## config.mk

```make
export PLATFORM = sky130hd
export DESIGN_NAME = obstacle_delegate_flat
export DESIGN_NICKNAME = d
export VERILOG_FILES = /design/src/rtl/dino_pkg.sv /design/src/rtl/obstacle_delegate_if.sv /design/src/rtl/obstacle_delegate_lfsr16.sv /design/src/rtl/obstacle_delegate.sv /design/src/flat_wrapper.sv
export SDC_FILE = /design/constraint.sdc
export NUM_CORES = 1
export LEC_CHECK = 0
export BUFFER_PORTS_ARGS = -buffer_cell sky130_fd_sc_hd__buf_2
export CAP_MARGIN = 20
export CORE_ASPECT_RATIO = 0.7
export CORE_MARGIN = 2
export CORE_UTILIZATION = 61
export CTS_CLUSTER_SIZE = 8
export DETAILED_ROUTE_END_ITERATION = 7
export GPL_TIMING_DRIVEN = 0
export MAX_ROUTING_LAYER = met4
export PLACE_DENSITY = 0.84
export SLEW_MARGIN = 40
export SYNTH_ARGS = -nofsm -noshare
export SYNTH_HDL_FRONTEND = slang
export SYNTH_SLANG_ARGS = --single-unit
export TNS_END_PERCENT = 1
```

## constraint.sdc

```tcl
create_clock -name clk -period 8.3 [get_ports clk]
set_clock_uncertainty 0.15 [all_clocks]
set_input_delay 0.83 -clock clk [delete_from_list [all_inputs] [get_ports clk]]
set_output_delay 0.83 -clock clk [all_outputs]
set_load 0.03 [all_outputs]
```

## src/rtl/dino_pkg.sv

```systemverilog
// -----------------------------------------------------------------------------
// dino_pkg
// Shared constants for the T-rex obstacle path: game-state encodings, obstacle
// type codes, per-type box geometry and the obstacle LFSR feedback mask.
// No ports; imported by the interface, the top and the LFSR sub-module.
// -----------------------------------------------------------------------------
package dino_pkg;

  // Encoding 3 is not produced by the game FSM; consumers treat it like OVER.
  typedef enum logic [1:0] {
    GS_IDLE     = 2'd0,
    GS_RUN      = 2'd1,
    GS_OVER     = 2'd2,
    GS_OVER_ALT = 2'd3
  } game_state_e;

  typedef enum logic [1:0] {
    OBS_CACTUS_S = 2'd0,
    OBS_CACTUS_L = 2'd1,
    OBS_BIRD_LO  = 2'd2,
    OBS_BIRD_HI  = 2'd3
  } obs_type_e;

  localparam int OBS_X_W   = 12;  // slot x, signed
  localparam int COORD_W   = 13;  // hit-test compare width, signed
  localparam int GAP_W     = 8;   // spawn gap counter

  localparam logic [15:0] LFSR_MASK = 16'hB400;

  // Box width per type.
  function automatic logic signed [COORD_W-1:0] obs_w(input logic [1:0] t);
    case (obs_type_e'(t))
      OBS_CACTUS_S: return 13'sd17;
      OBS_CACTUS_L: return 13'sd25;
      default:      return 13'sd46;
    endcase
  endfunction

  // Box height per type.
  function automatic logic signed [COORD_W-1:0] obs_h(input logic [1:0] t);
    case (obs_type_e'(t))
      OBS_CACTUS_S: return 13'sd35;
      OBS_CACTUS_L: return 13'sd50;
      default:      return 13'sd40;
    endcase
  endfunction

  // Distance of the box top above the horizon.
  function automatic logic signed [COORD_W-1:0] obs_top_off(input logic [1:0] t);
    case (obs_type_e'(t))
      OBS_CACTUS_S: return 13'sd35;
      OBS_CACTUS_L: return 13'sd50;
      OBS_BIRD_LO:  return 13'sd40;
      default:      return 13'sd90;
    endcase
  endfunction

endpackage

```

## src/rtl/obstacle_delegate_if.sv

```systemverilog
// -----------------------------------------------------------------------------
// obstacle_delegate_if
// Bundles the game-side signals of the obstacle block.
//   master : game/scan side - drives ObstacleClock, gameState, vgaX, vgaY;
//            receives inGrey and the per-slot boxes.
//   slave  : obstacle_delegate itself.
// -----------------------------------------------------------------------------
interface obstacle_delegate_if;

  logic                ObstacleClock;  // scroll divider level, sync to clk
  logic [1:0]          gameState;      // dino_pkg::game_state_e encoding
  logic [31:0]         vgaX;           // current scan pixel
  logic [31:0]         vgaY;
  logic                inGrey;         // scan pixel inside an active box
  logic [1:0]          obsActive;      // valid bit per slot
  logic signed [11:0]  obsX0;          // left edge, slot 0
  logic signed [11:0]  obsX1;          // left edge, slot 1
  logic [1:0]          obsType0;
  logic [1:0]          obsType1;

  modport master (
    output ObstacleClock, gameState, vgaX, vgaY,
    input  inGrey, obsActive, obsX0, obsX1, obsType0, obsType1
  );

  modport slave (
    input  ObstacleClock, gameState, vgaX, vgaY,
    output inGrey, obsActive, obsX0, obsX1, obsType0, obsType1
  );

endinterface

```

## src/rtl/obstacle_delegate_lfsr16.sv

```systemverilog
// -----------------------------------------------------------------------------
// lfsr16
// Free-running 16-bit Galois LFSR, shifting right every clk with feedback mask
// dino_pkg::LFSR_MASK. Loads seed on reset; a nonzero seed never reaches 0.
//   clk  : system clock
//   rst  : asynchronous, active-high reset
//   seed : reset value (must be nonzero)
//   q    : current register value
// -----------------------------------------------------------------------------
module lfsr16
  import dino_pkg::*;
(
  input  logic        clk,
  input  logic        rst,
  input  logic [15:0] seed,
  output logic [15:0] q
);

  logic [15:0] q_q;
  logic [15:0] q_d;

  always_comb begin
    q_d = {1'b0, q_q[15:1]} ^ (q_q[0] ? LFSR_MASK : 16'h0000);
  end

  always_ff @(posedge clk or posedge rst) begin
    if (rst) begin
      q_q <= seed;
    end else begin
      q_q <= q_d;
    end
  end

  assign q = q_q;

endmodule

```

## src/rtl/obstacle_delegate.sv

```systemverilog
// -----------------------------------------------------------------------------
// obstacle_delegate
// Spawns, scrolls and retires the two ground-obstacle slots of the T-rex game
// and produces the per-pixel inGrey mask for the colour select.
//   clk, rst : system clock, asynchronous active-high reset
//   bus      : obstacle_delegate_if.slave
//              in : ObstacleClock (scroll level), gameState, vgaX, vgaY
//              out: inGrey (combinational), obsActive, obsX0/1, obsType0/1
//
// gameState handling
//   state    | meaning
//   IDLE (0) | slots and gap counter frozen, ticks ignored
//   RUN  (1) | slots scroll/retire/spawn on each tick
//   OVER (2) | frozen like IDLE
//   3        | treated as OVER
// The first clk seen in RUN with the registered previous state not RUN clears
// both slots and reloads the gap counter; a tick on that cycle is dropped.
// -----------------------------------------------------------------------------
module obstacle_delegate
  import dino_pkg::*;
#(
  parameter int          ScreenW = 640,
  parameter int          GroundY = 360,
  parameter int          STEP    = 4,
  parameter int          MIN_GAP = 40,
  parameter logic [15:0] SEED    = 16'hACE1
) (
  input  logic                clk,
  input  logic                rst,
  obstacle_delegate_if.slave  bus
);

  localparam logic signed [OBS_X_W-1:0] SPAWN_X  = OBS_X_W'(ScreenW);
  localparam logic signed [COORD_W-1:0] STEP_S   = COORD_W'(STEP);
  localparam logic signed [COORD_W-1:0] GROUND_S = COORD_W'(GroundY);
  localparam logic [GAP_W-1:0]          GAP_INIT = GAP_W'(MIN_GAP);

  // ---------------------------------------------------------------------------
  // State
  // ---------------------------------------------------------------------------
  logic                       oc_q, oc_d;
  game_state_e                prev_gs_q, prev_gs_d;
  logic [GAP_W-1:0]           gap_cnt_q, gap_cnt_d;
  logic [1:0]                 active_q, active_d;
  logic signed [OBS_X_W-1:0]  x_q [2];
  logic signed [OBS_X_W-1:0]  x_d [2];
  logic [1:0]                 type_q [2];
  logic [1:0]                 type_d [2];

  logic [15:0] lfsr_q;
  logic        unused_lfsr;

  lfsr16 u_lfsr (
    .clk  (clk),
    .rst  (rst),
    .seed (SEED),
    .q    (lfsr_q)
  );

  // Only the low six bits feed type and gap selection.
  assign unused_lfsr = ^lfsr_q[15:6];

  // ---------------------------------------------------------------------------
  // Tick detect and RUN entry
  // ---------------------------------------------------------------------------
  logic run, enter_run, tick;

  assign run       = (game_state_e'(bus.gameState) == GS_RUN);
  assign enter_run = run && (prev_gs_q != GS_RUN);
  assign tick      = bus.ObstacleClock && !oc_q;

  // ---------------------------------------------------------------------------
  // Slot update
  // ---------------------------------------------------------------------------
  logic signed [COORD_W-1:0] x_ext;
  logic signed [COORD_W-1:0] x_step;

  always_comb begin
    oc_d      = bus.ObstacleClock;
    prev_gs_d = game_state_e'(bus.gameState);
    active_d  = active_q;
    x_d       = x_q;
    type_d    = type_q;
    gap_cnt_d = gap_cnt_q;
    x_ext     = '0;
    x_step    = '0;

    if (enter_run) begin
      active_d  = '0;
      x_d[0]    = '0;
      x_d[1]    = '0;
      type_d[0] = '0;
      type_d[1] = '0;
      gap_cnt_d = GAP_INIT;
    end else if (run && tick) begin
      for (int i = 0; i < 2; i++) begin
        if (active_q[i]) begin
          x_ext  = {x_q[i][OBS_X_W-1], x_q[i]};
          x_step = x_ext - STEP_S;
          x_d[i] = x_step[OBS_X_W-1:0];
          if (x_step + obs_w(type_q[i]) <= 13'sd0) begin
            active_d[i] = 1'b0;
          end
        end
      end

      // Spawn looks at occupancy before this tick, so a slot that retires
      // now is only reused on a later tick. With both slots busy the counter
      // simply sits at zero until one frees up.
      if (gap_cnt_q != '0) begin
        gap_cnt_d = gap_cnt_q - 1'b1;
      end else if (!active_q[0]) begin
        active_d[0] = 1'b1;
        x_d[0]      = SPAWN_X;
        type_d[0]   = lfsr_q[1:0];
        gap_cnt_d   = GAP_INIT + {4'b0000, lfsr_q[5:2]};
      end else if (!active_q[1]) begin
        active_d[1] = 1'b1;
        x_d[1]      = SPAWN_X;
        type_d[1]   = lfsr_q[1:0];
        gap_cnt_d   = GAP_INIT + {4'b0000, lfsr_q[5:2]};
      end
    end
  end

  always_ff @(posedge clk or posedge rst) begin
    if (rst) begin
      oc_q      <= 1'b0;
      prev_gs_q <= GS_IDLE;
      gap_cnt_q <= GAP_INIT;
      active_q  <= '0;
      x_q[0]    <= '0;
      x_q[1]    <= '0;
      type_q[0] <= '0;
      type_q[1] <= '0;
    end else begin
      oc_q      <= oc_d;
      prev_gs_q <= prev_gs_d;
      gap_cnt_q <= gap_cnt_d;
      active_q  <= active_d;
      x_q[0]    <= x_d[0];
      x_q[1]    <= x_d[1];
      type_q[0] <= type_d[0];
      type_q[1] <= type_d[1];
    end
  end

  // ---------------------------------------------------------------------------
  // Pixel mask
  // Scan coordinates of 4096 or more can never hit; otherwise the low 12 bits
  // are compared as non-negative 13-bit signed values against the sign-extended
  // slot box, so boxes hanging off the left edge clip naturally.
  // ---------------------------------------------------------------------------
  logic                      scan_ok;
  logic signed [COORD_W-1:0] scan_x, scan_y;
  logic signed [COORD_W-1:0] gx, gw, gh, gtop;
  logic [1:0]                hit;

  assign scan_ok = (bus.vgaX[31:12] == 20'd0) && (bus.vgaY[31:12] == 20'd0);
  assign scan_x  = {1'b0, bus.vgaX[11:0]};
  assign scan_y  = {1'b0, bus.vgaY[11:0]};

  always_comb begin
    hit  = '0;
    gx   = '0;
    gw   = '0;
    gh   = '0;
    gtop = '0;
    for (int i = 0; i < 2; i++) begin
      gx     = {x_q[i][OBS_X_W-1], x_q[i]};
      gw     = obs_w(type_q[i]);
      gh     = obs_h(type_q[i]);
      gtop   = GROUND_S - obs_top_off(type_q[i]);
      hit[i] = active_q[i] && scan_ok &&
               (gx <= scan_x) && (scan_x < gx + gw) &&
               (gtop <= scan_y) && (scan_y < gtop + gh);
    end
  end

  // ---------------------------------------------------------------------------
  // Outputs
  // ---------------------------------------------------------------------------
  assign bus.inGrey    = |hit;
  assign bus.obsActive = active_q;
  assign bus.obsX0     = x_q[0];
  assign bus.obsX1     = x_q[1];
  assign bus.obsType0  = type_q[0];
  assign bus.obsType1  = type_q[1];

endmodule
```

## src/flat_wrapper.sv

```systemverilog
// flat-port wrapper written by rule: the top's interface ports become plain ports
module obstacle_delegate_flat import dino_pkg::*;
#(
  parameter int          ScreenW = 640,
  parameter int          GroundY = 360,
  parameter int          STEP    = 4,
  parameter int          MIN_GAP = 40,
  parameter logic [15:0] SEED    = 16'hACE1
)
  (clk, rst, bus_ObstacleClock, bus_gameState, bus_vgaX, bus_vgaY, bus_inGrey, bus_obsActive, bus_obsX0, bus_obsX1, bus_obsType0, bus_obsType1);
  obstacle_delegate_if bus_i ();
  input  logic clk;
  input  logic rst;
  input wire logic [$bits(bus_i.ObstacleClock)-1:0] bus_ObstacleClock;
  input wire logic [$bits(bus_i.gameState)-1:0] bus_gameState;
  input wire logic [$bits(bus_i.vgaX)-1:0] bus_vgaX;
  input wire logic [$bits(bus_i.vgaY)-1:0] bus_vgaY;
  output wire logic [$bits(bus_i.inGrey)-1:0] bus_inGrey;
  output wire logic [$bits(bus_i.obsActive)-1:0] bus_obsActive;
  output wire logic [$bits(bus_i.obsX0)-1:0] bus_obsX0;
  output wire logic [$bits(bus_i.obsX1)-1:0] bus_obsX1;
  output wire logic [$bits(bus_i.obsType0)-1:0] bus_obsType0;
  output wire logic [$bits(bus_i.obsType1)-1:0] bus_obsType1;
  assign bus_i.ObstacleClock = bus_ObstacleClock;
  assign bus_i.gameState = bus_gameState;
  assign bus_i.vgaX = bus_vgaX;
  assign bus_i.vgaY = bus_vgaY;
  assign bus_inGrey = bus_i.inGrey;
  assign bus_obsActive = bus_i.obsActive;
  assign bus_obsX0 = bus_i.obsX0;
  assign bus_obsX1 = bus_i.obsX1;
  assign bus_obsType0 = bus_i.obsType0;
  assign bus_obsType1 = bus_i.obsType1;
  obstacle_delegate #(.ScreenW(ScreenW), .GroundY(GroundY), .STEP(STEP), .MIN_GAP(MIN_GAP), .SEED(SEED)) u_core (.clk(clk), .rst(rst), .bus(bus_i));
endmodule
```

# Word level (Yosys, flattened, before mapping)
# Cells that the tools add are included.
[totals]
register_bits = 57
in_bits = 69
out_inout_bits = 31
word_cells = 110
[classes]
add_sub_neg = 12
n_lt_le_gt_ge = 10
n_eq_ne = 10
mux = 42
n_bitwise = 1
reduce_logical = 26
[ops]
columns = ["op", "count"]
rows = [
  ["$mux W13", 6],
  ["$mux W24", 3],
  ["$mux W12", 5],
  ["$lt A13 B13 Y1", 4],
  ["$pmux W7 S3", 2],
  ["$logic_not A20 Y1", 2],
  ["$mux W8", 5],
  ["$add A12 B7 Y13", 2],
  ["$add A13 B13 Y13", 2],
  ["$add A13 B7 Y13", 2],
  ["$le A12 B13 Y1", 2],
  ["$le A13 B1 Y1 const B", 2],
  ["$le A13 B13 Y1", 2],
  ["$sub A12 B4 Y13 const B", 2],
  ["$pmux W6 S2", 2],
  ["$pmux W5 S2", 2],
  ["$sub A9 B7 Y10 const A", 2],
  ["$mux W16", 1],
  ["$xor A15 B16 Y16", 1],
  ["$logic_and A1 B1 Y1", 14],
  ["$mux W2", 6],
  ["$mux W4", 3],
  ["$reduce_bool A8 Y1", 1],
  ["$sub A8 B1 Y8 const B", 1],
  ["14 further kinds", 27],
]

# Logic depth before layout (Yosys ltp)
# Gate-level depths: netlist of the first run.
[depth]
depth_word = 14
ltp_mapped = 16
ltp_nobuf = 15

# Worst setup path before layout of the first run
# Ideal clock, no wire load.
[synth_timing]
path_kind = "reg-to-output"
startpoint = "reg u_core.type_q, in the netlist u_core.bus.obsType0[1]"
endpoint = "out bus_inGrey"
arrival_ns = 3.827
required_ns = 7.320
slack_ns = 3.493
stages_incl_launch_ff = 15
path_buffers = 1
cell_sequence = "dfrtp_1 > buf_1 > inv_1 > nand2_1 > ha_1 > a31o_2 > and2_1 > o31a_1 > a41o_1 > o21a_1 > ha_1 > or4_1 > a2111oi_0 > o2111ai_1 > o32ai_2"
[synth_between]
elab_chain_cells = 8
word_cells_on_any_way = 16
classes_between = "add/sub: 3; order compare: 3; eq/ne: 2; mux: 3; reduce/logical: 5"
[synth_lines]
columns = ["item", "line_no", "text"]
rows = [
  ["start: declaration", "obstacle_delegate.sv:47", "logic [1:0] type_q [2];"],
  ["parallel branches: the longest is 6 deep, another holds $add A13 B7 Y13", "-", ""],
  ["$logic_and A1 B1 Y1 *", "obstacle_delegate.sv:176", "(gtop <= scan_y) && (scan_y < gtop + gh);"],
  ["$reduce_or A2 Y1 *", "obstacle_delegate.sv:183", "assign bus.inGrey = |hit;"],
  ["end: declaration", "flat_wrapper.sv:18", "output wire logic [$bits(bus_i.inGrey)-1:0] bus_inGrey;"],
]
# Every way passes the cells marked *.

# Final worst setup path of the first run
# Same ends and word-level chain as after synthesis.

==> impl_metrics.yaml, run 1 <==
place:
  dp_hpwl_um: 11800
  place_congestion: 0.965
  portBuffers: 95
  placed_cell_area_mm2: 0.00569
yosys:
  yosys_register_bits: 53
  async_flop_share: 1.00
  synth_top_cell_by_area: "dfrtp_1"
  postSynthCellCount: 595
  synth-edff-count: 0
  ys_types: 68
  synth_flop_cell: "dfrtp_1"
  synth_top_family_by_area: "compound AO/OA/AOI/OAI gates"
  synth_compound_area_frac: 0.209
  yosysWarnings: 0
  yosys.area_share.simple: 0.199
  muxShareOfSynthArea: 0.00990
  ys_seq_area_frac: 0.265
  syn_area_mm2: 0.00506
  syn_area_per_cell_um2: 8.50
  synth_xor_area_frac: 0.0554
  synth.top_cell.area_share: 0.213
  synth_area_leaders: "dfrtp_1, ha_1, dfstp_2"
  synthAdderAreaFrac: 0.202
routing:
  drcViolationCount: 0
  first_iter_violations: 507
  routed_wl_um: 14900
  ant_nets: 0
  viasPerCell: 6.42
  num_vias: 5155
  avgRoutedWirePerCell_um: 18.6
  dr.pass1.iters: 5
power:
  p_clk_frac: 0.259
  power_frac_seq: 0.354
  vdd_ir_drop_max_v: 0.000118
  p_leak_nw: 2.80
  switching_power_uw: 329
  power_density_mw_per_mm2: 147
  p_int_uw: 531
  comb_power_share: 0.387
  switching_share: 0.383
setup_path:
  cp_num_buf_inv: 3
  endpoint_kind: "output port"
  worst-setup-path-type: "reg2out"
  critPathTopFamily: "compound AO/OA/AOI/OAI gates"
  r2r_start: "u_core.bus.obsType1[1]"
  cp_cell_sequence: "buf_1 > inv_1 > nand2_1 > ha_1 > a31o_2 > and2_1 > o31a_1 > a41o_1 > o21a_1 > ha_1 > or4_1 > a2111oi_0 > o2111ai_1 > o32ai_2 > buf_2"
  worst_setup_path_start_kind: "flop"
  worstPathMaxFanout: 10
  worstSetupEndpoint: "bus_inGrey"
  cp_common_cell: "ha_1"
  timing.rr.end: "u_core.bus.obsActive[1]"
  cp.depth: 15
  cp-startpoint: "u_core.bus.obsType0[1]"
  worstPathRequired_ps: 7320
  arrival_ps: 4730
  r2r_slack_ps: 5530
  critPathMaxStageDelay_ps: 510
  ff2ff_path_depth: 10
  crit_slowest_cell: "buf_1"
clock_network:
  cts_resized: 0
  cts.path.max_buffers: 2
  post_cts_buffers: 0
  path_clk_slew_ps: 70
  root_buffer: "clkbuf_16"
  cts.hold.buffers_added: 0
  cts_buffers: 5
  clkLatencyLatePin_ps: 300
  clock_sinks: 53
  cts.htree.levels: 2
  cts_tree: "done"
floorplanning:
  start_util: 0.637
  die_area_mm2: 0.00904
  pin_count: 100
  die_h_um: 80.2
  core_area_mm2: 0.00794
  rows: 27
  die_x_um: 113
sta:
  finalHoldViolCount: 0
  tns_ps: 0
  tightest_slew_ps: 786
  timing.final.crit_share: 0.688
  slew_violations: 0
  period_minus_slack_ps: 5710
  max_freq_mhz: 175
  setup_viol: 0
  maxSlewHeadroom: 0.473
  rsz0062_at_grt: "false"
global_route:
  overflow: 0
  grt_max_degree: 41
  track_usage: 0.343
  grt_pass1_wl_um: 23800
  grt_pass1_vias: 4751
  antenna_found_initial: 0
finish:
  final_nets: 851
  areaGrowthSynthToFinish_pct: 15.6
  drive_above_1_share: 0.197
  n_antenna_cell: 0
  finalInstanceArea_mm2: 0.00585
  final_common_cell: "buf_2"
  nFillCells: 622
  layout_common_cells: "buf_2, ha_1, nor2_1, a21oi_1, dfrtp_1"
flow_run:
  max-cap-violations: 0
min_path:
  hold_path.class: "reg2reg"
run_status:
  outcome: "completed"
## power by group through the flow
stage | Combinational, mW | Clock [mW] | Sequential (mW)
after global placement | 0.307 | 0 | 0.307
after global routing | 0.364 | 0.235 | 0.307
after detailed placement | 0.321 | 0 | 0.308
after floorplan | 0.223 | 0 | 0.315
final | 0.333 | 0.223 | 0.304
after CTS | 0.323 | 0.225 | 0.303
## layout make-up
cell class / count / area, µm² / share of cell area
multi-input combinational: 475 / 3430 / 0.587
timing repair buffer: 96 / 495 / 0.0848
tap: 101 / 126 / 0.0216
sequential: 53 / 1340 / 0.229
clock buffer: 5 / 125 / 0.0214
inverter: 42 / 160 / 0.0274
clock inverter: 3 / 28.8 / 0.00492
buffer: 28 / 139 / 0.0238
## per-stage QoR
stage / util / cells / hold slack (ps) / setup slack [ps] / power (mW)
after CTS: 0.736 / 803 / 202 / 2660 / 0.852
after global routing: 0.736 / 803 / 212 / 2430 / 0.906
after global placement: 0.714 / 794 / 186 / 3140 / 0.614
after floorplan: - / 598 / 181 / 3490 / 0.537
after detailed placement: 0.717 / 795 / 185 / 2980 / 0.629
final: 0.736 / 803 / 201 / 2590 / 0.860
## Yosys cell counts (6+ instances only)
cell,count
ha_1,81
nor4_1,13
nand3_1,17
xnor2_1,17
nand2_1,41
o21ai_0,36
a21oi_1,45
xor2_1,15
dfrtp_1,43
o21a_1,6
a31oi_1,8
nor2b_1,9
nor2_1,45
nand2b_1,6
inv_1,42
dfstp_2,10
nand4_1,7
clkbuf_1,17
o211ai_1,6
nor3_1,24
o22ai_1,9
## logic make-up (layout without fill, tap and decap cells)
group                      Yosys count  count (layout)
AOI/OAI and AO/OA                  159             159
xor gates and xnor gates            32              32
adders and majority gates           82              82
buffers and inverters               70             174
DFF                                 53              53
muxes                                5               5
other                                1               4
and+or+nand+nor                    193             193
## metal layers
layer  GRT usage  routed length, µm  vias up
li1            -                  -     2396
met1       0.484               6700     2432
met2       0.513               6350      306
met3      0.0664               1650       21
met4      0.0817                216        0
met5           -                  0        -
## sequential cells by signal, indices dropped and copies added (netlist names)
signal,flops
u_core.u_lfsr.q,16
u_core.bus.obsX0,10
u_core.bus.obsX1,10
u_core.gap_cnt_q,8
u_core.bus.obsActive,2
u_core.bus.obsType0,2
u_core.bus.obsType1,2
u_core.prev_gs_q,2
u_core.oc_q,1
## worst min path at each step
stage,endpoint,slack [ps],depth (start not counted),from
after floorplan,u_core.u_lfsr.q[8],180,0,u_core.u_lfsr.q[9]
after global placement,u_core.u_lfsr.q[8],190,0,u_core.u_lfsr.q[9]
after detailed placement,u_core.u_lfsr.q[8],180,0,u_core.u_lfsr.q[9]
after CTS,u_core.u_lfsr.q[8],200,0,u_core.u_lfsr.q[9]
after global routing,u_core.u_lfsr.q[6],210,0,u_core.u_lfsr.q[7]
final,u_core.u_lfsr.q[8],200,0,u_core.u_lfsr.q[9]
Note: power is estimated with default switching activity, not from simulation.
==> run 2: changes to the inputs <==
CORE_UTILIZATION = 57   (was 61)
PLACE_DENSITY = 0.79   (was 0.84)
clock period = 5.4 ns   (was 8.3 ns; I/O delays follow)
==> impl_metrics.yaml, run 2 (synthesized netlist as in run 1, its figures left out) <==
run_status:
  outcome: "completed"
global_route:
  grt_pass1_wl_um: 24100
  grt_max_degree: 41
  antenna_found_initial: 0
  grt_pass1_vias: 4791
  overflow: 0
  track_usage: 0.325
sta:
  rsz0062_at_grt: "false"
  maxSlewHeadroom: 0.480
  holdWs_ps: 197
  worst_slack_ps: 314
  setup_viol: 0
  timing.final.crit_share: 0.942
  slew_violations: 0
  max_freq_mhz: 197
  tightest_slew_ps: 776
  tns_ps: 0
  period_minus_slack_ps: 5090
  finalHoldViolCount: 0
finish:
  final_nets: 852
  nFillCells: 705
  finalInstanceArea_mm2: 0.00588
  layout_common_cells: "buf_2, ha_1, nor2_1, a21oi_1, dfrtp_1"
  seqCellArea_mm2: 0.00134
  multi_input_area_mm2: 0.00343
  areaGrowthSynthToFinish_pct: 16.3
  drive_above_1_share: 0.199
  final_core_util: 0.688
  largest_register_ffs: 16
  n_antenna_cell: 0
  final_common_cell: "buf_2"
  instances_no_fill: 823
routing:
  wl_met1_um: 6840
  num_vias: 5065
  dr.pass1.iters: 6
  first_iter_violations: 530
  viasPerCell: 6.15
  drcViolationCount: 0
  met2_length_um: 6270
  wl_met3_um: 1460
  ant_nets: 0
  routed_wl_um: 14800
  highest_layer: "met4"
  avgRoutedWirePerCell_um: 17.9
power:
  switching_power_uw: 508
  p_clk_frac: 0.261
  p_leak_nw: 2.81
  p_int_uw: 817
  vdd_ir_drop_max_v: 0.000149
  power_frac_seq: 0.353
  switching_share: 0.384
  power_density_mw_per_mm2: 225
  comb_power_share: 0.386
  total_power_mw: 1.33
flow_run:
  max-cap-violations: 0
floorplanning:
  die_h_um: 82.8
  start_util: 0.591
  rows: 28
  core_area_mm2: 0.00855
  die_x_um: 117
  pin_count: 100
  die_area_mm2: 0.00965
clock_network:
  cts_tree: "done"
  clock_sinks: 53
  cts_buffers: 5
  clkLatencyLatePin_ps: 310
  cts.path.max_buffers: 2
  root_buffer: "clkbuf_16"
  cts.htree.levels: 2
  path_clk_slew_ps: 80
setup_path:
  cp_cell_sequence: "clkbuf_2 > inv_1 > nand2_1 > ha_1 > a31o_2 > and2_1 > o31a_1 > a41o_1 > o21a_1 > ha_1 > or4_1 > a2111oi_0 > o2111ai_1 > o32ai_2 > buf_2"
  arrival_ps: 4400
  cp_num_buf_inv: 3
  cp_common_cell: "ha_1"
  critPathTopFamily: "compound AO/OA/AOI/OAI gates"
  worst_setup_path_start_kind: "flop"
  endpoint_kind: "output port"
  critPathMaxStageDelay_ps: 460
  worstPathRequired_ps: 4710
  crit_slowest_cell: "or4_1"
  worstPathMaxFanout: 10
  worst-setup-path-type: "reg2out"
place:
  place_ws_ps: 381
  dp_hpwl_um: 11900
  place_congestion: 0.971
  dpl.cell_count: 814
  portBuffers: 95
  placed_cell_area_mm2: 0.00572
min_path:
  hold_path.class: "in2reg"
==> run 2: cell count changes in the layout (fill, tap and decap cells not counted) <==
cell           delta
clkbuf_2          +2
buf_1             -1
clkbuf_1          -1
dlygate4sd3_1     +1
==> run 2: cell type report <==
type	count	area share
inverters	42	0.0272
repair buffers	97	0.0859
clock buffers	5	0.0213
plain buffers	28	0.0240
multi-input cells	475	0.583
flip-flops and latches	53	0.228
clock inverters	3	0.00489
well taps	120	0.0255
==> run 2: per-layer routing <==
layer  up-vias  global-route usage
met5         -                   -
met3        29              0.0635
met1      2368               0.485
met4         0              0.0503
met2       278               0.467
li1       2390                   -
==> run 2: power by group through the flow <==
stage	Combinational (mW)	Clock [mW]	Sequential [mW]
after floorplan	0.342	0	0.484
after global routing	0.565	0.367	0.471
final	0.512	0.346	0.468
after global placement	0.468	0	0.471
after detailed placement	0.491	0	0.473
after CTS	0.500	0.349	0.466
==> run 2: path summary, 6_finish.rpt <==
check,from,end,slack (ps),depth (start not counted)
worst max-delay path,u_core.bus.obsType0[1],bus_inGrey,310,15
max in group asynchronous,rst,u_core.gap_cnt_q[5],4030,4
worst max register to register,u_core.bus.obsX0[2],u_core.bus.obsActive[0],2610,8
worst min-delay path,bus_gameState[0],u_core.prev_gs_q[0],200,1
min in group asynchronous,rst,u_core.bus.obsActive[1],540,3
worst min register to register,u_core.u_lfsr.q[9],u_core.u_lfsr.q[8],210,0
==> run 2: timing repair <==
item,CTS,global route
hold endpoints to repair,13,0
resized for setup,0,3
hold buffers,1,0
setup endpoints to repair,0,1
setup buffers,0,0
==> run 3: changes to the inputs <==
ABC_AREA = 1   (was unset)
CELL_PAD_IN_SITES_DETAIL_PLACEMENT = 0   (was unset)
CELL_PAD_IN_SITES_GLOBAL_PLACEMENT = 1   (was unset)
CORE_UTILIZATION = 41   (was 57)
==> impl_metrics.yaml, run 3 <==
place:
  portBuffers: 95
  place_congestion: 0.931
  dp_hpwl_um: 13200
  place_ws_ps: 1080
  placed_cell_area_mm2: 0.00609
clock_network:
  path_clk_slew_ps: 80
  clkLatencyLatePin_ps: 300
  cts.hold.buffers_added: 0
  cts.htree.levels: 2
  cts_tree: "done"
  cts_resized: 0
  post_cts_buffers: 0
  clock_sinks: 53
  cts_buffers: 5
  root_buffer: "clkbuf_16"
  cts.path.max_buffers: 2
yosys:
  yosysMostFrequentCell: "nand2_1"
  synthTopCellsByCount: "nand2_1, inv_1, nor2_1"
  ys_types: 48
  yosys_register_bits: 53
  synth_top_cell_by_area: "dfrtp_1"
  syn_area_mm2: 0.00538
  async_flop_share: 1.00
  synth-edff-count: 0
  ys_seq_area_frac: 0.249
  synth.top_cell.area_share: 0.200
  yosysWarnings: 0
  postSynthCellCount: 772
  syn_area_per_cell_um2: 6.97
  synth_flop_cell: "dfrtp_1"
  synth_area_leaders: "dfrtp_1, ha_1, nand2_1"
flow_run:
  max-cap-violations: 0
finish:
  final_core_util: 0.496
  n_antenna_cell: 0
  multi_input_area_mm2: 0.00352
  finalInstanceArea_mm2: 0.00627
  nFillCells: 1273
  areaGrowthSynthToFinish_pct: 16.5
  layout_common_cells: "nand2_1, inv_1, buf_2"
  seqCellArea_mm2: 0.00134
  drive_above_1_share: 0.179
  final_common_cell: "nand2_1"
  largest_register_ffs: 16
  final_nets: 1028
floorplanning:
  die_area_mm2: 0.0141
  rows: 34
  die_x_um: 141
  core_area_mm2: 0.0126
  start_util: 0.426
  pin_count: 100
  die_h_um: 99.9
global_route:
  track_usage: 0.244
  grt_max_degree: 38
  antenna_found_initial: 0
  grt_pass1_vias: 5197
  grt_pass1_wl_um: 26400
  overflow: 0
min_path:
  hold_path.class: "in2async"
sta:
  finalHoldViolCount: 0
  worst_slack_ps: 734
  period_minus_slack_ps: 4670
  max_freq_mhz: 214
  tns_ps: 0
  timing.final.crit_share: 0.864
  setup_viol: 0
  rsz0062_at_grt: "false"
  maxSlewHeadroom: 0.633
  tightest_slew_ps: 549
  slew_violations: 0
setup_path:
  endpoint_kind: "output port"
  worst-setup-path-type: "reg2out"
  worstPathMaxFanout: 8
  arrival_ps: 3980
  worstPathRequired_ps: 4710
  worst_setup_path_start_kind: "flop"
power:
  power_frac_seq: 0.299
  p_int_uw: 943
  switching_share: 0.430
  p_clk_frac: 0.235
  total_power_mw: 1.66
  vdd_ir_drop_max_v: 0.000217
  switching_power_uw: 712
  comb_power_share: 0.466
  power_density_mw_per_mm2: 264
  p_leak_nw: 3.48
routing:
  first_iter_violations: 314
  avgRoutedWirePerCell_um: 15.4
  drcViolationCount: 0
  viasPerCell: 5.19
  num_vias: 5405
  ant_nets: 0
  dr.pass1.iters: 6
  routed_wl_um: 16100
run_status:
  outcome: "completed"
run 3: changes by cell type after synthesis, moves of 9 or more:
cell and change:
nor4_1 -13, inv_1 +59, nor3_1 -10, nor2b_1 -9
nor2_1 +43, nand2_1 +155, o21ai_0 -9, nand3_1 +42
a21oi_1 -11, xnor2_1 -14, clkbuf_1 -13
run 3: layer usage:
layer | global-route usage | share of wire | wire [µm] | vias up
li1 | - | - | - | 2739
met1 | 0.361 | 0.52 | 8370 | 2505
met2 | 0.369 | 0.42 | 6790 | 145
met3 | 0.0239 | 0.046 | 737 | 16
met4 | 0.0392 | 0.0097 | 155 | 0
met5 | - | 0 | 0 | -
run 3: final timing paths:
kind / from / to / slack, ps / cells past startpoint
max: u_core.bus.obsType0[1] / bus_inGrey / 730 / 23
min: rst / u_core.bus.obsX1[8] / 10 / 2
max reg2reg: u_core.bus.obsX0[2] / u_core.bus.obsActive[0] / 2830 / 14
min reg2reg: u_core.u_lfsr.q[6] / u_core.u_lfsr.q[5] / 210 / 0
max in group asynchronous: rst / u_core.gap_cnt_q[3] / 4550 / 3
min in group clk: u_core.u_lfsr.q[6] / u_core.u_lfsr.q[5] / 210 / 0
run 3: logic make-up after synthesis:
| family | synth area share |
|---|---|
| other | 0.000697 |
| adder cells (fa/ha/maj) | 0.188 |
| flip-flops | 0.249 |
| AND/OR/NAND/NOR | 0.318 |
| buffers and inverters | 0.0986 |
| XOR/XNOR | 0.0309 |
| AO/OA/AOI/OAI | 0.115 |
run 3: final cells by class:
type                       count  share of cell area
clock inverter                 3             0.00798
timing repair buffer          96              0.0790
sequential                    53               0.214
buffer                        17              0.0160
tap                          162              0.0323
multi-input combinational    593               0.562
inverter                     112              0.0691
clock buffer                   5              0.0200
run 3: per-stage QoR:
step	hold slack, ps	instances
after floorplan	181	775
after CTS	15.1	1041
after global routing	24.5	1041
final	10.7	1041
after global placement	193	1032
after detailed placement	186	1033
run 3: critical path: stages (launching register included):
cell,delay (ps)
dfrtp_1,390
buf_4,200
inv_4,150
nand2_1,250
ha_1,410
nand3_1,100
nand2_1,110
nand2_1,100
o21bai_2,170
nand2_2,130
nor2_4,130
nand2_1,90
nand2_1,120
ha_1,250
nand2_1,80
inv_1,40
nor3_1,220
nand2_1,150
nand2_1,80
nand2_1,50
nand2_1,50
nand4_1,70
nand2_1,110
buf_2,210
run 3: power by group through the flow:
stage          sequential (mW)  clock (mW)  combinational (mW)
6_report                 0.495       0.389               0.771
5_1_grt                  0.500       0.413               0.877
4_1_cts                  0.495       0.398               0.768
3_5_place_dp             0.501           0               0.764
3_3_place_gp             0.501           0               0.731
2_1_floorplan            0.516           0               0.529
